$ cat config.mk
export PLATFORM = sky130hd
export DESIGN_NAME = dmem_arbiter_flat
export DESIGN_NICKNAME = d
export VERILOG_FILES = /design/src/rtl/mips_pkg.sv /design/src/rtl/dmem_arbiter_if.sv /design/src/rtl/dmem_burst_ctr.sv /design/src/rtl/dmem_arbiter.sv /design/src/flat_wrapper.sv
export SDC_FILE = /design/constraint.sdc
export NUM_CORES = 1
export LEC_CHECK = 0
export ABC_AREA = 1
export CORE_MARGIN = 8
export CORE_UTILIZATION = 33
export CTS_BUF_LIST = sky130_fd_sc_hd__clkbuf_16
export DETAILED_ROUTE_END_ITERATION = 8
export PLACE_DENSITY = 0.72
export SYNTH_ARGS = -nofsm -noshare
export SYNTH_HDL_FRONTEND = slang
export SYNTH_SLANG_ARGS = --single-unit
$ cat constraint.sdc
create_clock -name clk -period 1.5 [get_ports clk]
set_clock_uncertainty 0.15 [all_clocks]
set_input_delay 0.3 -clock clk [delete_from_list [all_inputs] [get_ports clk]]
set_output_delay 0.3 -clock clk [all_outputs]
set_load 0.05 [all_outputs]
$ cat src/rtl/mips_pkg.sv
// Shared core package: default bus widths and the data-memory arbiter state encoding.
package mips_pkg;

    localparam int AW_DEF = 8;
    localparam int DW_DEF = 8;
    localparam int LW_DEF = 4;

    typedef enum logic [1:0] {
        ARB_IDLE  = 2'd0,
        ARB_BURST = 2'd1,
        ARB_DONE  = 2'd2
    } arb_state_t;

endpackage

$ cat src/rtl/dmem_arbiter_if.sv
// Host/debug burst port of the data-memory arbiter.
interface dmem_arbiter_if
    import mips_pkg::*;
#(
    parameter int AW = AW_DEF,
    parameter int DW = DW_DEF,
    parameter int LW = LW_DEF
);
    logic          h_req;
    logic          h_we;
    logic [AW-1:0] h_addr;
    logic [LW-1:0] h_len;
    logic [DW-1:0] h_wdata;
    logic          h_ready;
    logic [DW-1:0] h_rdata;
    logic          h_rvalid;
    logic          h_done;
    logic          h_busy;
    logic [7:0]    h_stall;

    modport master (
        output h_req, h_we, h_addr, h_len, h_wdata,
        input  h_ready, h_rdata, h_rvalid, h_done, h_busy, h_stall
    );

    modport slave (
        input  h_req, h_we, h_addr, h_len, h_wdata,
        output h_ready, h_rdata, h_rvalid, h_done, h_busy, h_stall
    );
endinterface

$ cat src/rtl/dmem_burst_ctr.sv
// Burst address/beat counter: loads start address and beat count, steps once per issued beat.
module dmem_burst_ctr #(
    parameter int AW = 8,
    parameter int LW = 4
) (
    input  logic          clk,
    input  logic          rst,
    input  logic          load,
    input  logic          advance,
    input  logic [AW-1:0] load_addr,
    input  logic [LW-1:0] load_len,
    output logic [AW-1:0] addr,
    output logic          last
);
    logic [AW-1:0] addr_reg;
    logic [LW-1:0] remaining_reg;

    always_ff @(posedge clk) begin
        if (rst) begin
            addr_reg      <= '0;
            remaining_reg <= '0;
        end else if (load) begin
            addr_reg      <= load_addr;
            remaining_reg <= load_len;
        end else if (advance) begin
            // address wraps naturally at 2^AW
            addr_reg <= addr_reg + 1'b1;
            if (remaining_reg != '0)
                remaining_reg <= remaining_reg - 1'b1;
        end
    end

    assign addr = addr_reg;
    assign last = (remaining_reg == '0);
endmodule

$ cat src/rtl/dmem_arbiter.sv
// Data RAM arbiter: core accesses always win, host bursts fill in the idle RAM cycles.
module dmem_arbiter
    import mips_pkg::*;
#(
    parameter int AW = AW_DEF,
    parameter int DW = DW_DEF,
    parameter int LW = LW_DEF
) (
    input  logic          clk,
    input  logic          rst,
    input  logic          c_breq,
    input  logic          c_we,
    input  logic [AW-1:0] c_addr,
    input  logic [DW-1:0] c_wdata,
    output logic [DW-1:0] c_rdata,
    dmem_arbiter_if.slave host,
    output logic          m_en,
    output logic          m_we,
    output logic [AW-1:0] m_addr,
    output logic [DW-1:0] m_wdata,
    input  logic [DW-1:0] m_rdata
);
    arb_state_t    state_reg;
    logic          dir_reg;
    logic          owner_reg;
    logic          done_reg;
    logic          busy_reg;
    logic [7:0]    stall_reg;
    logic [AW-1:0] cur_addr;
    logic          last;
    logic          accept;
    logic          host_beat;

    // Reset gates the RAM port so an aborted burst cannot land a beat in the reset cycle.
    assign accept    = !rst && (state_reg == ARB_IDLE) && host.h_req;
    assign host_beat = !rst && (state_reg == ARB_BURST) && !c_breq;

    dmem_burst_ctr #(
        .AW(AW),
        .LW(LW)
    ) u_ctr (
        .clk      (clk),
        .rst      (rst),
        .load     (accept),
        .advance  (host_beat),
        .load_addr(host.h_addr),
        .load_len (host.h_len),
        .addr     (cur_addr),
        .last     (last)
    );

    always_comb begin
        m_en    = 1'b0;
        m_we    = 1'b0;
        m_addr  = '0;
        m_wdata = '0;
        if (host_beat) begin
            m_en    = 1'b1;
            m_we    = dir_reg;
            m_addr  = cur_addr;
            m_wdata = host.h_wdata;
        end else if (!rst) begin
            m_en    = c_breq;
            m_we    = c_we;
            m_addr  = c_addr;
            m_wdata = c_wdata;
        end
    end

    always_ff @(posedge clk) begin
        if (rst) begin
            state_reg <= ARB_IDLE;
            dir_reg   <= 1'b0;
            owner_reg <= 1'b0;
            done_reg  <= 1'b0;
            busy_reg  <= 1'b0;
            stall_reg <= '0;
        end else begin
            owner_reg <= host_beat && !dir_reg;
            done_reg  <= 1'b0;
            case (state_reg)
                ARB_IDLE: begin
                    if (host.h_req) begin
                        dir_reg   <= host.h_we;
                        stall_reg <= '0;
                        busy_reg  <= 1'b1;
                        state_reg <= ARB_BURST;
                    end
                end
                ARB_BURST: begin
                    if (c_breq) begin
                        if (stall_reg != 8'hFF)
                            stall_reg <= stall_reg + 8'd1;
                    end else if (last) begin
                        done_reg  <= 1'b1;
                        state_reg <= ARB_DONE;
                    end
                end
                ARB_DONE: begin
                    busy_reg  <= 1'b0;
                    state_reg <= ARB_IDLE;
                end
                default: state_reg <= ARB_IDLE;
            endcase
        end
    end

    assign host.h_ready  = host_beat;
    assign host.h_rdata  = m_rdata;
    assign host.h_rvalid = owner_reg;
    assign host.h_done   = done_reg;
    assign host.h_busy   = busy_reg;
    assign host.h_stall  = stall_reg;
    assign c_rdata       = m_rdata;
endmodule

$ cat src/flat_wrapper.sv
// flat-port wrapper written by rule: the top's interface ports become plain ports
module dmem_arbiter_flat import mips_pkg::*;
#(
    parameter int AW = AW_DEF,
    parameter int DW = DW_DEF,
    parameter int LW = LW_DEF
)
  (clk, rst, c_breq, c_we, c_addr, c_wdata, c_rdata, m_en, m_we, m_addr, m_wdata, m_rdata, host_h_req, host_h_we, host_h_addr, host_h_len, host_h_wdata, host_h_ready, host_h_rdata, host_h_rvalid, host_h_done, host_h_busy, host_h_stall);
  dmem_arbiter_if #(.AW(AW), .DW(DW), .LW(LW)) host_i ();
  input  logic clk;
  input  logic rst;
  input  logic c_breq;
  input  logic c_we;
  input  logic [AW-1:0] c_addr;
  input  logic [DW-1:0] c_wdata;
  output logic [DW-1:0] c_rdata;
  output logic m_en;
  output logic m_we;
  output logic [AW-1:0] m_addr;
  output logic [DW-1:0] m_wdata;
  input  logic [DW-1:0] m_rdata;
  input wire logic [$bits(host_i.h_req)-1:0] host_h_req;
  input wire logic [$bits(host_i.h_we)-1:0] host_h_we;
  input wire logic [$bits(host_i.h_addr)-1:0] host_h_addr;
  input wire logic [$bits(host_i.h_len)-1:0] host_h_len;
  input wire logic [$bits(host_i.h_wdata)-1:0] host_h_wdata;
  output wire logic [$bits(host_i.h_ready)-1:0] host_h_ready;
  output wire logic [$bits(host_i.h_rdata)-1:0] host_h_rdata;
  output wire logic [$bits(host_i.h_rvalid)-1:0] host_h_rvalid;
  output wire logic [$bits(host_i.h_done)-1:0] host_h_done;
  output wire logic [$bits(host_i.h_busy)-1:0] host_h_busy;
  output wire logic [$bits(host_i.h_stall)-1:0] host_h_stall;
  assign host_i.h_req = host_h_req;
  assign host_i.h_we = host_h_we;
  assign host_i.h_addr = host_h_addr;
  assign host_i.h_len = host_h_len;
  assign host_i.h_wdata = host_h_wdata;
  assign host_h_ready = host_i.h_ready;
  assign host_h_rdata = host_i.h_rdata;
  assign host_h_rvalid = host_i.h_rvalid;
  assign host_h_done = host_i.h_done;
  assign host_h_busy = host_i.h_busy;
  assign host_h_stall = host_i.h_stall;
  dmem_arbiter #(.AW(AW), .DW(DW), .LW(LW)) u_core (.clk(clk), .rst(rst), .c_breq(c_breq), .c_we(c_we), .c_addr(c_addr), .c_wdata(c_wdata), .c_rdata(c_rdata), .host(host_i), .m_en(m_en), .m_we(m_we), .m_addr(m_addr), .m_wdata(m_wdata), .m_rdata(m_rdata));
endmodule
==> results of run 1 <==
[synthesized netlist by cell type]
cell type and number:
sky130_fd_sc_hd__nand2_1 79, sky130_fd_sc_hd__nand3_1 41, sky130_fd_sc_hd__inv_1 30, sky130_fd_sc_hd__dfxtp_1 26, sky130_fd_sc_hd__nor2_1 24, sky130_fd_sc_hd__buf_4 18
sky130_fd_sc_hd__o21ai_0 12, sky130_fd_sc_hd__a21oi_1 10, sky130_fd_sc_hd__o21ai_1 10, sky130_fd_sc_hd__inv_2 6, sky130_fd_sc_hd__buf_2 4, sky130_fd_sc_hd__ha_1 3
sky130_fd_sc_hd__nand2_2 3, sky130_fd_sc_hd__nand4_1 3, sky130_fd_sc_hd__buf_6 2, sky130_fd_sc_hd__nor2_4 2, sky130_fd_sc_hd__nand2_4 1, sky130_fd_sc_hd__nand3_2 1
sky130_fd_sc_hd__nand3_4 1, sky130_fd_sc_hd__nor2_2 1, sky130_fd_sc_hd__nor3b_1 1, sky130_fd_sc_hd__o21ai_4 1, sky130_fd_sc_hd__o21bai_1 1, sky130_fd_sc_hd__xnor2_1 1
sky130_fd_sc_hd__xor2_1 1
[repair_timing]
| action | in CTS | in global routing |
|---|---|---|
| resized for setup | 20 | 42 |
| gates cloned | 0 | 1 |
| buffers inserted | 5 | 6 |
| endpoints found under the setup margin | 41 | 40 |
| pin swaps | 6 | 11 |
[layout make-up]
class	instances	area, um2	share of cell area [%]
clock buffers	3	75.1	2.16
clock inverters	1	3.75	0.108
inverters	36	166	4.80
multi-input cells	196	1240	35.9
flip-flops and latches	26	537	15.5
well taps	70	87.6	2.53
repair buffers	108	1350	38.9
repair inverters	1	6.26	0.180
[kinds of logic after synthesis]
logic type / Yosys count
fa+ha+maj: 3
xor+xnor: 2
buf+inv: 60
flops: 26
simple gates: 157
compound gates: 34
[stage by stage]
step | setup WS (ps) | hold WS (ps) | std cells | area (um2) | power (W)
final | -389 | 270 | 441 | 3470 | 0.00263
after global routing | -446 | 281 | 441 | 3470 | 0.00276
after CTS | -382 | 268 | 435 | 3290 | 0.00254
after detailed placement | -564 | 257 | 427 | 3120 | 0.00189
after global placement | -519 | 257 | 427 | 3120 | 0.00187
after floorplan | -105 | 243 | 282 | 1990 | 0.00149
[worst paths after layout]
kind,start,end,slack [ps],depth (start not counted)
hold reg to reg,u_core.dir_reg,u_core.host.h_rvalid,270,1
hold / removal,u_core.dir_reg,u_core.host.h_rvalid,270,1
setup reg to reg,u_core.state_reg[1],u_core.u_ctr.addr[1],-280,9
setup / recovery,u_core.state_reg[1],m_addr[4],-390,5
[routing by layer]
layer,routed length (um),track usage [%],vias to the layer above
met3,335,2.57,11
met2,3590,27.5,68
met1,2540,18.4,987
li1,-,-,1058
met4,133,5.89,0
met5,0,0,-
[power groups by stage]
stage	clock network, W	registers, W	logic [W]
finish	0.000608	0.000795	0.00123
detailed placement	0	0.000807	0.00108
CTS	0.000616	0.000792	0.00113
global placement	0	0.000805	0.00107
global route	0.000658	0.000801	0.00130
floorplan	0	0.000851	0.000641
==> parameters.txt, run 1 <==
Parameter                              Value

GRT
  Pin count of the biggest net entering global routing ... 17
  Global-route wire length before repair ... between 9 and 10 mm
  Gr ovfl total ... 0
  GR Util All Layers ... 15.6%
  Vias in the first global route ... 2041
  Antenna violations before repair ... 0

Yosys
  Combinational family with the most area after synthesis ... simple AND/OR/NAND/NOR gates
  FF+latch count, synth ... 26
  Synth cell types ... 25
  Most area-consuming cells after synthesis ... sky130_fd_sc_hd__dfxtp_1, sky130_fd_sc_hd__nand2_1, sky130_fd_sc_hd__nand3_1
  Post-synth top area cell ... sky130_fd_sc_hd__dfxtp_1
  Area of the mapped netlist ... about 1800 um2
  Share of synthesized area occupied by flip-flops and latches ... a little under 30%
  Synthesized net count ... about 340
  Post-synthesis xor/xnor area fraction ... 0.986%
  Post-synthesis mux area share ... 0%
  Post-Syn Instances ... ~280
  Post-Synth Simple-Gate Area ... around two fifths
  Compound-cell area share of the yosys netlist ... 10.4%
  Syn avg cell area ... 6.30 um2
  Area share of the largest cell type after synthesis ... between 20 and 30%
  Adder-cell share of the synthesized area ... under 10%
  Yosys warnings ... 0

Worst setup path
  Crit path required time ... 1050 ps
  Worst path max stage delay ... between 300 and 400 ps
  Setup crit end kind ... primary output
  Combined buffer and inverter count along the critical path ... 2
  Kind of cell adding the most delay to the critical path ... flip-flops
  Crit path launch type ... flop
  CP Cell Sequence ... nor2_4, nand3_4, buf_12, o21ai_4, buf_12
  Arrival @ worst endpoint ... about 1400 ps
  Crit-path max FO ... 6
  Cell occurring most often along the worst timing path ... sky130_fd_sc_hd__buf_12
  Cell with the largest stage delay on the worst path ... sky130_fd_sc_hd__dfxtp_4
  Crit Path Class ... reg2out

Die
  FP Rows ... 26
  Die Span Y ... 89.4 um
  Chip Width ... 89.4 um
  Placeable core area ... 5140 um2
  Number of primary I/O pins ... 96
  Effective utilization at floorplan ... 34.6%
  Die outline area ... roughly 8000 um2

Detailed routing
  Remaining routing DRC violations ... 0
  Antenna-violating nets left ... 0
  Wirelength per Cell ... 15.0 um
  Routed Wire Length ... approximately 6.6 mm
  Via-per-instance ratio ... 4.82
  Routed via count ... roughly 2100
  Initial DRC Count ... 165
  Total iterations of the first detailed-routing run ... 4

Timing
  RSZ-0062 raised after global routing ... yes
  Number of slew-limit violations in the final report ... 0
  Slew at the pin closest to its max-slew limit ... 273 ps
  Fin. Hold Viols ... 0
  Peak Freq ... 529 MHz
  Final worst path period need ... 1890 ps
  Aggregate negative setup slack ... -7880 ps
  Slew headroom ... 81.8%
  Final worst slack ... -389 ps
  Setup violation total in the final timing report ... 30
  Final worst path period share ... 126%

Hold path
  Path class of the lowest-slack min-delay path ... reg2reg

Pwr
  Sequential Power Share ... a little under a third
  Power per standard cell area ... 758 nW/um2
  Reported net switching power ... 0.000955 W
  Logic gate share of total power ... between 40% and 50%
  Maximum vdd ir drop ... approximately 700 uV
  Internal power ... ~0.0017 W
  Switching Share ... 36.3%
  Static Leak ... 1.52 nW
  Power share of the clock group ... between 20% and 30%

Placed design
  Final HPWL DP ... 4.78 mm
  Number of I/O port buffers ... 71
  Routability Congestion ... roughly 0.86

Clock network
  Clock tree from TritonCTS ... yes
  Insertion delay to the later sink of the worst-skew pair ... 260 ps
  Number of sinks driven by the clock tree ... 26
  CTS buffer count ... 3
  Number of buffers inserted for hold repair after clock tree synthesis ... 0
  Level count of the clock H-tree ... 1
  Max Root-Sink Buffers ... 2
  Clock transition at the registers of the reported paths ... 70 ps
  Root buffer cell ... sky130_fd_sc_hd__clkbuf_16

Finish
  Final-layout fill cell count ... a little under 400
  Share of the core filled with cells ... 67.5%
  Fraction of final layout cells with drive strength greater than 1 ... a little under two fifths
  Leading cell type in the layout, fill and taps excluded ... sky130_fd_sc_hd__nand2_1
  Nets ... 425
  Number of antenna repair diodes ... 0
  Most frequent cells in the layout ... sky130_fd_sc_hd__nand2_1, sky130_fd_sc_hd__clkdlybuf4s50_1, sky130_fd_sc_hd__nand3_1
  Area grow syn2layout ... 95.2%

Run status
  Violations in the final reports ... negative setup slack
  Status ... finished, violations left

Flow run
  Max-capacitance violation count ... 0
(Power assumes the default switching activity.)
==> run 2: changes to the inputs <==
- TNS_END_PERCENT: default -> 10
==> run 2 against run 1 <==
  * The run still ends with negative setup slack left
  * Wire length down 0.32%
  * Non-clock buffer count unchanged
  * Clock power down 4.4%
  * Combinational power about the same
  * Sequential share of layout area down 0.23 points
  * Critical endpoint is now m_we
  * Highest routed layer unchanged
==> parameters.txt, run 2 (synthesis gave the netlist of run 1 again) <==
Parameter                              Value

Finish
  Area grow syn2layout ... 93.5%
  Nets ... 424
  Number of antenna repair diodes ... 0
  Area taken by multi-input logic gates ... ~1200 um2
  Finished Layout Cells ... 439
  Fraction of final layout cells with drive strength greater than 1 ... 36.6%
  Leading cell type in the layout, fill and taps excluded ... sky130_fd_sc_hd__nand2_1
  Final-layout fill cell count ... ~430
  Most frequent cells in the layout ... sky130_fd_sc_hd__nand2_1, sky130_fd_sc_hd__clkdlybuf4s50_1, sky130_fd_sc_hd__buf_12
  FF+latch area ... about 520 um2
  Share of the core filled with cells ... 66.9%

Hold path
  Endpoint, Worst Hold ... u_core.host.h_rvalid
  Path class of the lowest-slack min-delay path ... reg2reg
  Hold path startpoint ... u_core.dir_reg
  Instance count along the most critical hold path ... 1

Detailed routing
  Remaining routing DRC violations ... 0
  Routed Wire Length ... 6.58 mm
  Wirelength per Cell ... about 15 um
  Total iterations of the first detailed-routing run ... 6
  Routed via count ... 2090
  Antenna-violating nets left ... 0
  Initial DRC Count ... 88
  Via-per-instance ratio ... 4.76

Worst setup path
  Start point of the critical path ... u_core.state_reg[0]
  Critical register-to-register path startpoint ... u_core.state_reg[0]
  Worst setup slack for register-to-register paths ... -140 ps
  Setup crit end kind ... primary output
  Arrival @ worst endpoint ... 1460 ps
  Crit Path Class ... reg2out
  Worst Reg2Reg Path Length in Cells ... 10
  Crit path required time ... 1050 ps
  Critical R2R Capture ... u_core.u_ctr.remaining_reg[0]
  Crit-path max FO ... 5
  Crit path launch type ... flop

Placed design
  Routability Congestion ... ~0.83
  Number of I/O port buffers ... 71
  Placed Instances ... 430
  Final HPWL DP ... 4.91 mm

Timing
  Number of slew-limit violations in the final report ... 0
  Peak Freq ... 523 MHz
  Fin. Hold Viols ... 0
  Final worst path period need ... about 1900 ps
  Slew headroom ... 83.3%
  RSZ-0062 raised after global routing ... yes
  Final worst slack ... -413 ps
  Slew at the pin closest to its max-slew limit ... between 200 and 250 ps
  Final worst path period share ... 128%
  Setup violation total in the final timing report ... 38

Run status
  Status ... finished, violations left
  Violations in the final reports ... negative setup slack

Clock network
  Clock transition at the registers of the reported paths ... roughly 60 ps
  Clock tree from TritonCTS ... yes
  CTS buffer count ... 3
  Insertion delay to the later sink of the worst-skew pair ... 250 ps
  Max Root-Sink Buffers ... 2
  Root buffer cell ... sky130_fd_sc_hd__clkbuf_16
  Number of sinks driven by the clock tree ... 26
  Number of buffers inserted for hold repair after clock tree synthesis ... 0
  Level count of the clock H-tree ... 1

Die
  Effective utilization at floorplan ... ~35%
  Die Span Y ... 89.4 um
  Number of primary I/O pins ... 96
  Chip Width ... slightly below 90 um
  Die outline area ... approximately 8000 um2
  FP Rows ... 26
  Placeable core area ... 5140 um2

Pwr
  Final Power ... 0.00258 W
  Static Leak ... 1.51 nW
  Power share of the clock group ... 22.5%
  Logic gate share of total power ... 46.6%
  Maximum vdd ir drop ... 776 uV
  Sequential Power Share ... 30.9%
  Power per standard cell area ... approximately 750 nW/um2
  Reported net switching power ... a little over 0.0009 W
  Internal power ... around 0.0017 W
  Switching Share ... 35.4%

GRT
  GR Util All Layers ... 15.7%
  Global-route wire length before repair ... 9.75 mm
  Antenna violations before repair ... 0
  Gr ovfl total ... 0
  Vias in the first global route ... 2091
  Pin count of the biggest net entering global routing ... 15

Flow run
  Max-capacitance violation count ... 0
run 2: changes by cell type in the layout (fill, tap and decap cells not counted), sizes merged:
cell / change
clkinv: -1
dlygate4sd2: +1
inv: -1
clkbuf: -1
run 2: per-layer routing:
layer  vias to the layer above  track usage, %  part of all wire (%)
met4                         0            5.29                   1.9
met5                         -               0                     0
met3                        10            1.93                   4.5
li1                       1062               -                     -
met1                       957            18.0                    39
met2                        61            28.8                    54
run 2: power by group through the flow:
stage / logic (W) / registers (W) / clock network [W]
6_report: 0.00120 / 0.000796 / 0.000581
5_1_grt: 0.00128 / 0.000801 / 0.000612
4_1_cts: 0.00117 / 0.000791 / 0.000589
3_5_place_dp: 0.00109 / 0.000807 / 0
3_3_place_gp: 0.00108 / 0.000805 / 0
2_1_floorplan: 0.000641 / 0.000852 / 0
run 2: layout make-up:
cell class	instances	area share, %
clock buffers	3	2.18
inverters	36	4.55
multi-input cells	196	36.2
repair buffers	108	39.3
well taps	70	2.55
flip-flops and latches	26	15.2
run 2: metrics by stage:
step                      hold WS, ps  instance area (um2)  setup WS, ps  TNS [ps]
after floorplan                   243                 1980          -105     -2180
after global placement            256                 3130          -506    -17120
after detailed placement          259                 3130          -548    -18030
after CTS                         268                 3370          -365     -6840
after global routing              322                 3440          -473    -11560
final                             297                 3440          -413     -8730
run 2: what timing repair did:
| item | CTS | global route |
|---|---|---|
| gates resized for setup | 29 | 21 |
| buffers inserted | 5 | 1 |
| pin swaps | 6 | 4 |
| endpoints found under the setup margin | 41 | 40 |
| cloned | 1 | 0 |
run 2: worst max-delay path by stage:
stage	endpoint	slack, ps
after floorplan	m_addr[2]	-110
after global placement	m_addr[7]	-510
after detailed placement	m_addr[7]	-550
after CTS	m_wdata[6]	-370
after global routing	m_wdata[4]	-470
final	m_we	-410
run 2: critical path, cell delays in order (launching register included):
cell and delay [ps]:
sky130_fd_sc_hd__dfxtp_2 340, sky130_fd_sc_hd__inv_2 50, sky130_fd_sc_hd__nor2_4 170, sky130_fd_sc_hd__nand3_4 160
sky130_fd_sc_hd__buf_4 180, sky130_fd_sc_hd__o21ai_4 140, sky130_fd_sc_hd__buf_12 150
